### src/rtl/angle_spi_pkg.sv
// Shared constants, FSM state type and parity helper for the angle sensor SPI responder.
// Build option: ANGLE_RESP_STATS_EN adds the statistics register address.
package angle_spi_pkg;

    localparam int FRAME_W = 16;

    localparam logic [13:0] ADDR_ANGLE   = 14'h3FFF;
    localparam logic [13:0] ADDR_MAG     = 14'h3FFE;
    localparam logic [13:0] ADDR_DIAG    = 14'h3FFD;
    localparam logic [13:0] ADDR_CLR_ERR = 14'h0001;
`ifdef ANGLE_RESP_STATS_EN
    localparam logic [13:0] ADDR_STATS   = 14'h3FFC;
`endif

    typedef enum logic [1:0] {
        IDLE,
        SHIFT,
        DECODE
    } state_t;

    // Returns 1 when the word has an odd number of ones.
    function automatic logic even_parity16(input logic [15:0] w);
        return ^w;
    endfunction

endpackage

### src/rtl/spi_input_sync.sv
// N-stage synchronizer with registered rise/fall pulses; level output is aligned with the pulses.
module spi_input_sync #(
    parameter int STAGES = 2
) (
    input  logic i_clk,
    input  logic i_rst,
    input  logic i_pin,
    output logic o_level,
    output logic o_rise,
    output logic o_fall
);

    logic [STAGES-1:0] r_sync;
    logic              r_prev;
    logic              r_rise;
    logic              r_fall;

    always_ff @(posedge i_clk or posedge i_rst) begin
        if (i_rst) begin
            r_sync <= '0;
            r_prev <= 1'b0;
            r_rise <= 1'b0;
            r_fall <= 1'b0;
        end else begin
            r_sync <= {r_sync[STAGES-2:0], i_pin};
            r_prev <= r_sync[STAGES-1];
            r_rise <= r_sync[STAGES-1] & ~r_prev;
            r_fall <= ~r_sync[STAGES-1] & r_prev;
        end
    end

    assign o_level = r_prev;
    assign o_rise  = r_rise;
    assign o_fall  = r_fall;

endmodule

### src/rtl/angle_sensor_spi_responder.sv
// AS5048A-style SPI mode-1 responder: answers 16-bit read commands one frame later.
// Build option: ANGLE_RESP_STATS_EN adds frame/error counters and the 3FFC read address.
module angle_sensor_spi_responder
    import angle_spi_pkg::*;
#(
    parameter int SYNC_STAGES = 2,
    parameter int ANGLE_W     = 14
) (
    input  logic               i_clk,
    input  logic               i_rst,
    input  logic               i_sck,
    input  logic               i_ss_n,
    input  logic               i_mosi,
    output logic               o_miso,
    output logic               o_miso_oe,
    input  logic [ANGLE_W-1:0] i_angle,
    input  logic               i_angle_valid,
    input  logic [ANGLE_W-1:0] i_magnitude,
    output logic               o_frame_done,
    output logic [FRAME_W-1:0] o_last_cmd,
    output logic               o_error_flag
`ifdef ANGLE_RESP_STATS_EN
    ,
    output logic [15:0]        o_frame_count,
    output logic [15:0]        o_error_count
`endif
);

    logic [2:0] w_pins;
    logic [2:0] w_level;
    logic [2:0] w_rise;
    logic [2:0] w_fall;

    assign w_pins = {i_mosi, i_ss_n, i_sck};

    for (genvar gi = 0; gi < 3; gi++) begin : g_sync
        spi_input_sync #(.STAGES(SYNC_STAGES)) u_sync (
            .i_clk   (i_clk),
            .i_rst   (i_rst),
            .i_pin   (w_pins[gi]),
            .o_level (w_level[gi]),
            .o_rise  (w_rise[gi]),
            .o_fall  (w_fall[gi])
        );
    end

    logic w_unused;
    assign w_unused = ^{w_level[0], w_rise[2], w_fall[2]};

    state_t             r_state;
    state_t             w_state_next;
    logic               r_armed;
    logic [FRAME_W-1:0] r_tx_shift;
    logic [FRAME_W-1:0] r_rx_shift;
    logic [FRAME_W-1:0] r_pending;
    logic [FRAME_W-1:0] r_last_cmd;
    logic [4:0]         r_bit_cnt;
    logic [ANGLE_W-1:0] r_angle;
    logic               r_miso;
    logic               r_miso_oe;
    logic               r_frame_done;
    logic               r_err_framing;
    logic               r_err_invalid;
    logic               r_err_parity;
`ifdef ANGLE_RESP_STATS_EN
    logic [15:0]        r_frame_count;
    logic [15:0]        r_error_count;
`endif

    logic               w_frame_ok;
    logic [13:0]        w_data;
    logic               w_set_parity;
    logic               w_set_invalid;
    logic               w_clear_err;
    logic               w_ef_after;
    logic [FRAME_W-1:0] w_resp_body;
    logic [FRAME_W-1:0] w_resp;

    assign o_error_flag = r_err_framing | r_err_invalid | r_err_parity;
    assign w_frame_ok   = (r_bit_cnt == 5'd16);

    always_ff @(posedge i_clk or posedge i_rst) begin
        if (i_rst) r_state <= IDLE;
        else       r_state <= w_state_next;
    end

    always_comb begin
        w_state_next  = r_state;
        w_data        = '0;
        w_set_parity  = 1'b0;
        w_set_invalid = 1'b0;
        w_clear_err   = 1'b0;
        case (r_state)
            IDLE:    if (r_armed && w_fall[1]) w_state_next = SHIFT;
            SHIFT:   if (w_rise[1]) w_state_next = DECODE;
            DECODE:  w_state_next = IDLE;
            default: w_state_next = IDLE;
        endcase
        if (even_parity16(r_rx_shift)) begin
            w_set_parity = 1'b1;
        end else if (!r_rx_shift[14]) begin
            w_set_invalid = 1'b1;
        end else begin
            case (r_rx_shift[13:0])
                // A strobe coinciding with the decode wins over the stored sample.
                ADDR_ANGLE:   w_data = i_angle_valid ? i_angle : r_angle;
                ADDR_MAG:     w_data = i_magnitude;
                ADDR_DIAG:    w_data = {12'b0, o_error_flag, 1'b0};
                ADDR_CLR_ERR: begin
                    w_data      = {11'b0, r_err_framing, r_err_invalid, r_err_parity};
                    w_clear_err = 1'b1;
                end
`ifdef ANGLE_RESP_STATS_EN
                ADDR_STATS:   w_data = r_frame_count[13:0];
`endif
                default:      w_set_invalid = 1'b1;
            endcase
        end
        w_ef_after  = w_clear_err ? 1'b0 : (o_error_flag | w_set_parity | w_set_invalid);
        w_resp_body = {1'b0, w_ef_after, w_data};
        w_resp      = {even_parity16(w_resp_body), w_resp_body[14:0]};
    end

    always_ff @(posedge i_clk or posedge i_rst) begin
        if (i_rst) begin
            r_armed       <= 1'b0;
            r_tx_shift    <= '0;
            r_rx_shift    <= '0;
            r_pending     <= '0;
            r_last_cmd    <= '0;
            r_bit_cnt     <= '0;
            r_angle       <= '0;
            r_miso        <= 1'b0;
            r_miso_oe     <= 1'b0;
            r_frame_done  <= 1'b0;
            r_err_framing <= 1'b0;
            r_err_invalid <= 1'b0;
            r_err_parity  <= 1'b0;
`ifdef ANGLE_RESP_STATS_EN
            r_frame_count <= '0;
            r_error_count <= '0;
`endif
        end else begin
            r_frame_done <= 1'b0;
            if (i_angle_valid) r_angle <= i_angle;
            // After reset the bus is ignored until chip select has been seen idle.
            if (w_level[1]) r_armed <= 1'b1;
            case (r_state)
                IDLE: begin
                    if (w_state_next == SHIFT) begin
                        r_tx_shift <= r_pending;
                        r_bit_cnt  <= '0;
                        r_miso_oe  <= 1'b1;
                    end
                end
                SHIFT: begin
                    if (w_rise[0]) begin
                        r_miso     <= r_tx_shift[15];
                        r_tx_shift <= {r_tx_shift[14:0], 1'b0};
                    end
                    if (w_fall[0]) begin
                        r_rx_shift <= {r_rx_shift[14:0], w_level[2]};
                        if (r_bit_cnt != 5'd17) r_bit_cnt <= r_bit_cnt + 5'd1;
                    end
                end
                DECODE: begin
                    r_miso_oe <= 1'b0;
                    if (w_frame_ok) begin
                        r_last_cmd   <= r_rx_shift;
                        r_frame_done <= 1'b1;
                        r_pending    <= w_resp;
                        if (w_clear_err) begin
                            r_err_framing <= 1'b0;
                            r_err_invalid <= 1'b0;
                            r_err_parity  <= 1'b0;
                        end else begin
                            if (w_set_parity)  r_err_parity  <= 1'b1;
                            if (w_set_invalid) r_err_invalid <= 1'b1;
                        end
                    end else begin
                        r_err_framing <= 1'b1;
                    end
`ifdef ANGLE_RESP_STATS_EN
                    if (w_frame_ok) r_frame_count <= r_frame_count + 16'd1;
                    if (!w_frame_ok || w_set_parity || w_set_invalid)
                        r_error_count <= r_error_count + 16'd1;
`endif
                end
                default: ;
            endcase
        end
    end

    assign o_miso       = r_miso;
    assign o_miso_oe    = r_miso_oe;
    assign o_frame_done = r_frame_done;
    assign o_last_cmd   = r_last_cmd;
`ifdef ANGLE_RESP_STATS_EN
    assign o_frame_count = r_frame_count;
    assign o_error_count = r_error_count;
`endif

endmodule

### config.mk
export PLATFORM = sky130hd
export DESIGN_NAME = angle_sensor_spi_responder
export DESIGN_NICKNAME = d
export VERILOG_FILES = /design/src/rtl/angle_spi_pkg.sv /design/src/rtl/spi_input_sync.sv /design/src/rtl/angle_sensor_spi_responder.sv
export SDC_FILE = /design/constraint.sdc
export NUM_CORES = 1
export LEC_CHECK = 0
export CAP_MARGIN = 10
export CORE_MARGIN = 4
export CORE_UTILIZATION = 56
export DETAILED_ROUTE_END_ITERATION = 10
export GPL_TIMING_DRIVEN = 1
export HOLD_SLACK_MARGIN = 0.1
export PLACE_DENSITY = 0.77
export SYNTH_ARGS = -nofsm -noshare
export SYNTH_HDL_FRONTEND = slang
export SYNTH_SLANG_ARGS = --single-unit
### constraint.sdc
create_clock -name i_clk -period 4.1 [get_ports i_clk]
set_input_delay 0.41 -clock i_clk [delete_from_list [all_inputs] [get_ports i_clk]]
set_output_delay 0.41 -clock i_clk [all_outputs]
set_load 0.02 [all_outputs]
-- After elaboration in Yosys (flattened, before gate mapping)
Cells that the tools add are included.
- $add $sub $neg: 1
- $mul: 0
- div/mod/pow operators: 0
- order comparisons: 0
- equal/unequal tests: 14
- shift operators: 0
- mux-type cells: 32
- bitwise operators: 12
- reductions and logical operators: 18
- operators by type and width (cell ; number):
    $pmux W14 S4 ; 1
    $eq A14 B14 Y1 const B ; 3
    $mux W14 ; 3
    $mux W16 ; 2
    $pmux W16 S2 ; 1
    $reduce_xor A16 Y1 ; 2
    $mux W1 ; 17
    $mux W5 ; 3
    $eq A14 B1 Y1 const B ; 1
    $pmux W5 S2 ; 1
    $reduce_and A2 Y1 ; 5
    $reduce_and A3 Y1 ; 3
    $reduce_bool A2 Y1 ; 4
    $ne A2 B1 Y1 const B ; 3
    $add A5 B1 Y5 const B ; 1
    $eq A5 B5 Y1 const B ; 1
    $ne A5 B5 Y1 const B ; 1
    $and A1 B1 Y1 ; 4
    $eq A2 B1 Y1 const B ; 2
    $mux W2 ; 2
    $ne A2 B2 Y1 const B ; 2
    $not A1 Y1 ; 4
    $or A1 B1 Y1 ; 4
    $pmux W2 S2 ; 1
    6 further kinds ; 6
- flip-flop bits (word level): 105
- latch bits: 0
- bits in writable memories: 0
- memory bits (read-only): 0
- input bits: 34
- memories: 0

-- Depth between registers and ports, before layout
Gate-level depths: netlist of the first run.
- depth in word-level cells: 8
- gate-level depth with buffers: 11
- mapped depth without buffers: 10

-- Hierarchy
Synthesis of the first run repeated with hierarchy kept, for this count alone.
- cells, all modules: 448
- area, all modules: 4885.9 um^2
- by module, submodules not included (module ; instances ; cells an instance ; area each (um^2)):
    angle_sensor_spi_responder ; 1 ; 424 ; 4454.3
    spi_input_sync ; 3 ; 8 ; 143.9

-- Least setup slack after synthesis of the first run
OpenSTA, ideal clock, no wires.
- path type: register to register
- start point: reg r_rx_shift[1]
- end point: reg r_pending[15]
- setup time: 134 ps
- arrival: 2244 ps
- data required time: 3966 ps
- path slack: 1722 ps
- stages on the path, launching flop included: 11
- buffers on the path: 0
- period minus slack after synthesis: 2378 ps
- cell sequence: dfrtp_1 > inv_1 > ha_1 > nand4_1 > nor2_1 > a22oi_1 > xnor2_1 > xnor3_1 > mux2i_1 > a211oi_1 > o31ai_2
- word-level cells in the longest chain between the ends: 8
- elaborated cells on any way between the ends: 20
- ends and longest elaborated chain (element ; line ; source):
    start, declared ; angle_sensor_spi_responder.sv:54 ; logic [FRAME_W-1:0] r_rx_shift;
    start signal, assigned ; angle_sensor_spi_responder.sv:162 ; r_rx_shift <= {r_rx_shift[14:0], w_level[2]};
    $eq A14 B1 Y1 / $eq A14 B14 Y1 (equally long branches) ; angle_sensor_spi_responder.sv:104 ; case (r_rx_shift[13:0])
    $reduce_or A4 Y1 (no source line) ; -- ;
    $mux W1 ; angle_sensor_spi_responder.sv:104 ;
    $mux W1 ; angle_sensor_spi_responder.sv:101 ; end else if (!r_rx_shift[14]) begin
    $mux W1 ; angle_sensor_spi_responder.sv:99 ; if (even_parity16(r_rx_shift)) begin
    $or A1 B1 Y1 ; angle_sensor_spi_responder.sv:119 ; w_ef_after = w_clear_err ? 1'b0 : (o_error_flag | w_set_parity | w_set_invalid);
    $mux W1 ; angle_sensor_spi_responder.sv:119 ;
    $reduce_xor A16 Y1 * ; angle_spi_pkg.sv:23 ; return ^w;
    end signal, assigned ; angle_sensor_spi_responder.sv:171 ; r_pending <= w_resp;
    end, declared ; angle_sensor_spi_responder.sv:55 ; logic [FRAME_W-1:0] r_pending;
Mark *: on every way between the ends. The rest lies on a longest branch, timed or not.
A chain may end at the register's enable or synchronous reset.

-- Final worst setup path of the first run
- start point: reg r_rx_shift[11]
- end point: reg r_pending[15]
The elaborated chain is that of the path after synthesis.

==> impl_metrics.ini, run 1 <==
[die]
die_w_um = 99.4
rows = 33
die_area_um2 = 9880
start_util_pct = 57.2
io_pins = 54
core_area_um2 = 8180
fp.dieH_um = 99.4

[routing]
wl_per_cell_um = 15.3
drt-initial-drc-count = 160
vias = 3162
via_per_inst = 5.41
ant_nets = 0
routed_wl_um = 8960
drt_pre_antenna_iters = 4
route.detailed.drc = 0

[logic_synthesis]
synthFlopType = dfrtp_1
synth_seq_area_share_pct = 56.2
avgSynthCellArea_um2 = 10.9
synth_edf_count = 0
syn_nets = 482
yosysTopAreaCellShare_pct = 56.2
ys_ff_latch = 105
ys_warn_count = 0
synthesis.area_um2 = 4680
synth_area_leaders = dfrtp_1 56%, nand2_1 6.0%, ha_1 4.8%, mux2i_1 3.4%, o21ai_1 3.2%
synthArstFlopShare_pct = 100
yosysUniqueCellTypes = 45
yosys.area.top_type = dfrtp_1
syn_inst = 430

[critical_path]
cp-end-kind = register
worst_ep_arrival_time_ns = 3.34
crit_slowest_cell = nor2_1
path_class = reg -> reg
required_ns = 4.31
cp_top_family = simple AND/OR/NAND/NOR gates
crit_chain = ha_1 > nand4_1 > nor2_1 > a22oi_1 > xnor2_1 > xnor3_1 > mux2i_1 > a211oi_1 > o31ai_2
critPathBufInv = 0
crit_fanout = 12
crit_path_start_kind = register
slowest_delay_ns = 0.71

[global_routing]
grt_max_degree = 83
grt_pass1_wl_um = 15500
grtUsageTotal_pct = 19.8
grt_overflow = 0
antenna_found_initial = 0
grt_pass1_vias = 3217

[final_layout]
most-common-layout-cells = 105 x dfrtp_1, 75 x nand2_1, 53 x clkdlybuf4s50_1
final_nets = 529
final_area_um2 = 5490
final_common_cell = dfrtp_1
area_delta_synth_final_pct = 17.4
insertedDiodeCount = 0
stdcell_count = 585
drive_above_1_share_pct = 7.08

[timing]
slew_headroom_pct = 26.1
setup_viol = 0
timing.final.hold_violations = 0
rsz0062_at_grt = no
tightestPinTransition_ns = 1.11
finClkSkew_ns = 0.00701
tns_ns = 0
final_max_slew_viol_count = 0
fin_crit_sh_pct = 76.4
clock.fmax_mhz = 319
min_period_ns = 3.13
final.setup.worst_slack_ns = 0.967

[clock_tree]
cts_tree = yes
worstSkewPairLatency_ns = 0.36
htree_levels = 3
post_cts_resized = 0
cts_root_buf = clkbuf_8
clock_path_buffers = 2
cts_hold_buf = 0
clk_transition_reported_paths_ns = 0.09
clock-sinks = 105
cts_buffers = 9
cts_setup_buffers = 0

[worst_hold_path]
hold_class = reg -> reg

[power_and_ir_drop]
power.density_nw_per_um2 = 472
p_leak_nw = 2.45
ir_drop_v = 0.000367

[placed_design]
preCtsSetupSlack_ns = 0.939
placedInstanceArea_um2 = 5290
gp_congestion = 0.834
numPortBuffers = 53
dp_cells = 571
hpwlAfterDp_um = 6360

[run_status]
status = completed

[flow_run]
drv_cap = 0
kinds of logic after synthesis:
family / Yosys count / share of synthesized area, %
muxes: 33 / 7.60
xor gates and xnor gates: 21 / 4.39
DFF: 105 / 56.2
buffers and inverters: 44 / 3.75
AOI/OAI and AO/OA: 93 / 12.2
and+or+nand+nor: 116 / 11.0
adders and majority gates: 18 / 4.82
worst reg2reg max path, stage by stage (launching register included):
cell      delay (ns)
dfrtp_1         0.39
ha_1            0.18
nand4_1         0.25
nor2_1          0.71
a22oi_1         0.26
xnor2_1         0.22
xnor3_1         0.44
mux2i_1         0.15
a211oi_1        0.30
o31ai_2         0.09
final timing paths:
check | cells past startpoint | slack [ns] | startpoint | end
setup / recovery | 9 | 0.97 | r_rx_shift[11] | r_pending[15]
hold / removal | 0 | 0.36 | g_sync[1].u_sync.r_sync[0] | g_sync[1].u_sync.r_sync[1]
setup reg to reg | 9 | 0.97 | r_rx_shift[11] | r_pending[15]
hold reg to reg | 0 | 0.36 | g_sync[1].u_sync.r_sync[0] | g_sync[1].u_sync.r_sync[1]
max in group asynchronous | 3 | 2.63 | i_rst | r_angle[12]
min in group asynchronous | 2 | 0.61 | i_rst | r_tx_shift[2]
stage by stage:
| stage | power (mW) | utilization, % | hold WS (ns) |
|---|---|---|---|
| after CTS | 2.62 | 67.2 | 0.360 |
| after global placement | 1.91 | 64.7 | 0.335 |
| final | 2.59 | 67.2 | 0.357 |
| after detailed placement | 1.94 | 64.7 | 0.338 |
| after floorplan | 1.76 | - | 0.331 |
| after global routing | 2.75 | 67.2 | 0.368 |
report_power, final:
part           internal (mW)  leakage (nW)  total, mW  switching [mW]
combinational          0.287          1.08      0.643           0.356
sequential              1.18          1.27       1.27          0.0899
clock                  0.338         0.102      0.673           0.334
synthesized netlist by cell type (all sizes together), types with 2 or more instances:
master,number
nor2b,5
nand4,4
inv,23
nand2,75
buf,4
or2,2
mux2i,16
a21oi,8
nor3,4
xor2,3
nor2,11
a22o,2
ha,18
mux2,17
clkbuf,17
a21o,2
dfrtp,105
and2,2
nand3,4
nand2b,2
xnor2,17
nor3b,2
a22oi,12
o21ai,48
o31ai,16
sequential cells by signal, summed over array words and instances, names as in the netlist, 2 cells and up:
| register | count |
|---|---|
| r_rx_shift | 16 |
| o_last_cmd | 16 |
| r_state | 2 |
| g_sync.u_sync.o_fall | 2 |
| r_pending | 16 |
| g_sync.u_sync.o_level | 3 |
| g_sync.u_sync.o_rise | 2 |
| r_bit_cnt | 5 |
| r_tx_shift | 16 |
| g_sync.u_sync.r_sync | 6 |
| r_angle | 14 |
metal layers:
layer / track usage (%) / up-vias / part of all wire (%)
li1: - / 1555 / -
met1: 26.6 / 1540 / 45
met2: 32.4 / 54 / 50
met3: 3.30 / 13 / 3.2
met4: 7.56 / 0 / 1.9
met5: 0 / - / 0
cell type report:
class | instances | area [um^2]
Inverter | 23 | 88.8
Clock buffer | 9 | 124
Fill cell | 628 | 2680
Timing Repair Buffer | 57 | 561
Clock inverter | 5 | 81.3
Multi-Input combinational cell | 281 | 1880
Tap cell | 105 | 131
Sequential cell | 105 | 2630
(Power assumes the default switching activity.)
==> run 2, diff against run 1 <==
- clock period: 4.1 -> 3 ns (I/O delays scaled with it)
==> run 2 against run 1 <==
Against the previous run:
- non-clock buffer count rose by 13
- critical path depth did not move
- clock-buffer cell count rose by 2
- register-to-register slack got worse by 0.79 ns
- combinational power rose by 48%
- cell area rose by 1.8%
- wire length rose by 7.4%
- critical endpoint unchanged
- largest cell class unchanged
==> impl_metrics.ini, run 2 (synthesis gave the netlist of run 1 again) <==
[power_and_ir_drop]
intPower_mw = 2.40
share_seq_of_total_power_pct = 49.3
share_comb_of_total_power_pct = 26.9
finalPower_mw = 3.54
power.density_nw_per_um2 = 634
p_clk_share_pct = 23.9
switching_share_pct = 32.2
p_switching_mw = 1.14
p_leak_nw = 2.51
ir_drop_v = 0.000331

[placed_design]
gp_congestion = 0.842
numPortBuffers = 53
hpwlAfterDp_um = 6980

[die]
start_util_pct = 57.2
die_area_um2 = 9880
die_w_um = 99.4
io_pins = 54
core_area_um2 = 8180
fp.dieH_um = 99.4
rows = 33

[timing]
tns_ns = 0
tightestPinTransition_ns = 0.913
fin_crit_sh_pct = 94.0
setup_viol = 0
min_period_ns = 2.82
finClkSkew_ns = 0.0111
final_max_slew_viol_count = 0
clock.fmax_mhz = 355
timing.final.hold_violations = 0
rsz0062_at_grt = no
slew_headroom_pct = 39.2

[routing]
route.detailed.drc = 0
ant_nets = 0
via_per_inst = 5.49
routed_wl_um = 9620
drt_pre_antenna_iters = 4
drt-initial-drc-count = 188
vias = 3287
wl_per_cell_um = 16.1

[global_routing]
grtUsageTotal_pct = 21.2
grt_pass1_vias = 3486
grt_max_degree = 40
grt_overflow = 0
antenna_found_initial = 0
grt_pass1_wl_um = 16600

[critical_path]
cp-end-kind = register
worst_ep_arrival_time_ns = 3.06
path_class = reg -> reg
crit_fanout = 6
required_ns = 3.24
crit_path_start_kind = register

[clock_tree]
clk_transition_reported_paths_ns = 0.10
htree_levels = 3
clock_path_buffers = 2
cts_buffers = 9
cts_root_buf = clkbuf_8
cts_tree = yes
worstSkewPairLatency_ns = 0.37
clock-sinks = 105

[flow_run]
drv_cap = 0

[final_layout]
fill_cells = 653
insertedDiodeCount = 0
area_delta_synth_final_pct = 19.5
final_common_cell = dfrtp_1
most-common-layout-cells = 105 x dfrtp_1, 75 x nand2_1, 53 x clkdlybuf4s50_1
drive_above_1_share_pct = 10.1
final_nets = 542

[run_status]
status = completed

[worst_hold_path]
hold_class = reg -> reg
run 2: final cells by class:
cell class              instances  area [um^2]  share of cell area [%]
clock inverters                 4         36.3                   0.649
clock buffers                  11          151                    2.71
inverters                      23         90.1                    1.61
repair buffers                 70          671                    12.0
flip-flops and latches        105         2630                    47.0
well taps                     105          131                    2.35
multi-input cells             281         1880                    33.7
run 2: power by group through the flow:
| stage | Sequential (mW) | Combinational, mW | Clock (mW) |
|---|---|---|---|
| finish | 1.74 | 0.952 | 0.845 |
| global route | 1.77 | 1.07 | 0.912 |
| CTS | 1.75 | 0.953 | 0.861 |
| detailed placement | 1.78 | 0.946 | 0 |
| global placement | 1.76 | 0.903 | 0 |
| floorplan | 1.75 | 0.646 | 0 |
run 2: routing by layer:
layer / share of wire, % / global-route usage, % / up-vias / wire [um]
li1: - / - / 1586 / -
met1: 44 / 27.3 / 1614 / 4210
met2: 50 / 35.8 / 69 / 4850
met3: 3.7 / 3.79 / 18 / 355
met4: 2.2 / 8.30 / 0 / 211
met5: 0 / 0 / - / 0
run 2: stage by stage:
step	hold slack (ns)	utilization (%)	instance area [um^2]	worst slack, ns	instances
6_report	0.354	68.4	5590	0.179	599
2_1_floorplan	0.331	-	4680	0.622	430
3_3_place_gp	0.334	66.0	5400	0.130	584
5_1_grt	0.351	68.4	5590	0.00209	599
4_1_cts	0.346	68.3	5590	0.156	599
3_5_place_dp	0.335	66.0	5400	0.0470	584
run 2: critical path, stage by stage, from the launching register on:
cell and delay, ns:
dfrtp_1 0.39, ha_1 0.17, nand4_1 0.27, nor2_1 0.35
a22oi_1 0.18, xnor2_1 0.27, xnor3_1 0.49, mux2i_1 0.16
a211oi_1 0.31, o31ai_2 0.10
run 2: worst paths after layout:
check	startpoint	to	slack [ns]	depth (start not counted)
max reg2reg	r_rx_shift[10]	r_pending[15]	0.18	9
min	g_sync[2].u_sync.r_sync[0]	g_sync[2].u_sync.r_sync[1]	0.35	0
min in group asynchronous	i_rst	g_sync[1].u_sync.r_sync[0]	0.41	2
max	r_rx_shift[10]	r_pending[15]	0.18	9
min reg2reg	g_sync[2].u_sync.r_sync[0]	g_sync[2].u_sync.r_sync[1]	0.35	0
max in group asynchronous	i_rst	r_angle[4]	1.89	3
run 2: what timing repair did:
item	in CTS	in global routing
resized for setup	0	2
hold buffers	0	0
endpoints found under the setup margin	0	1
setup buffers	0	0
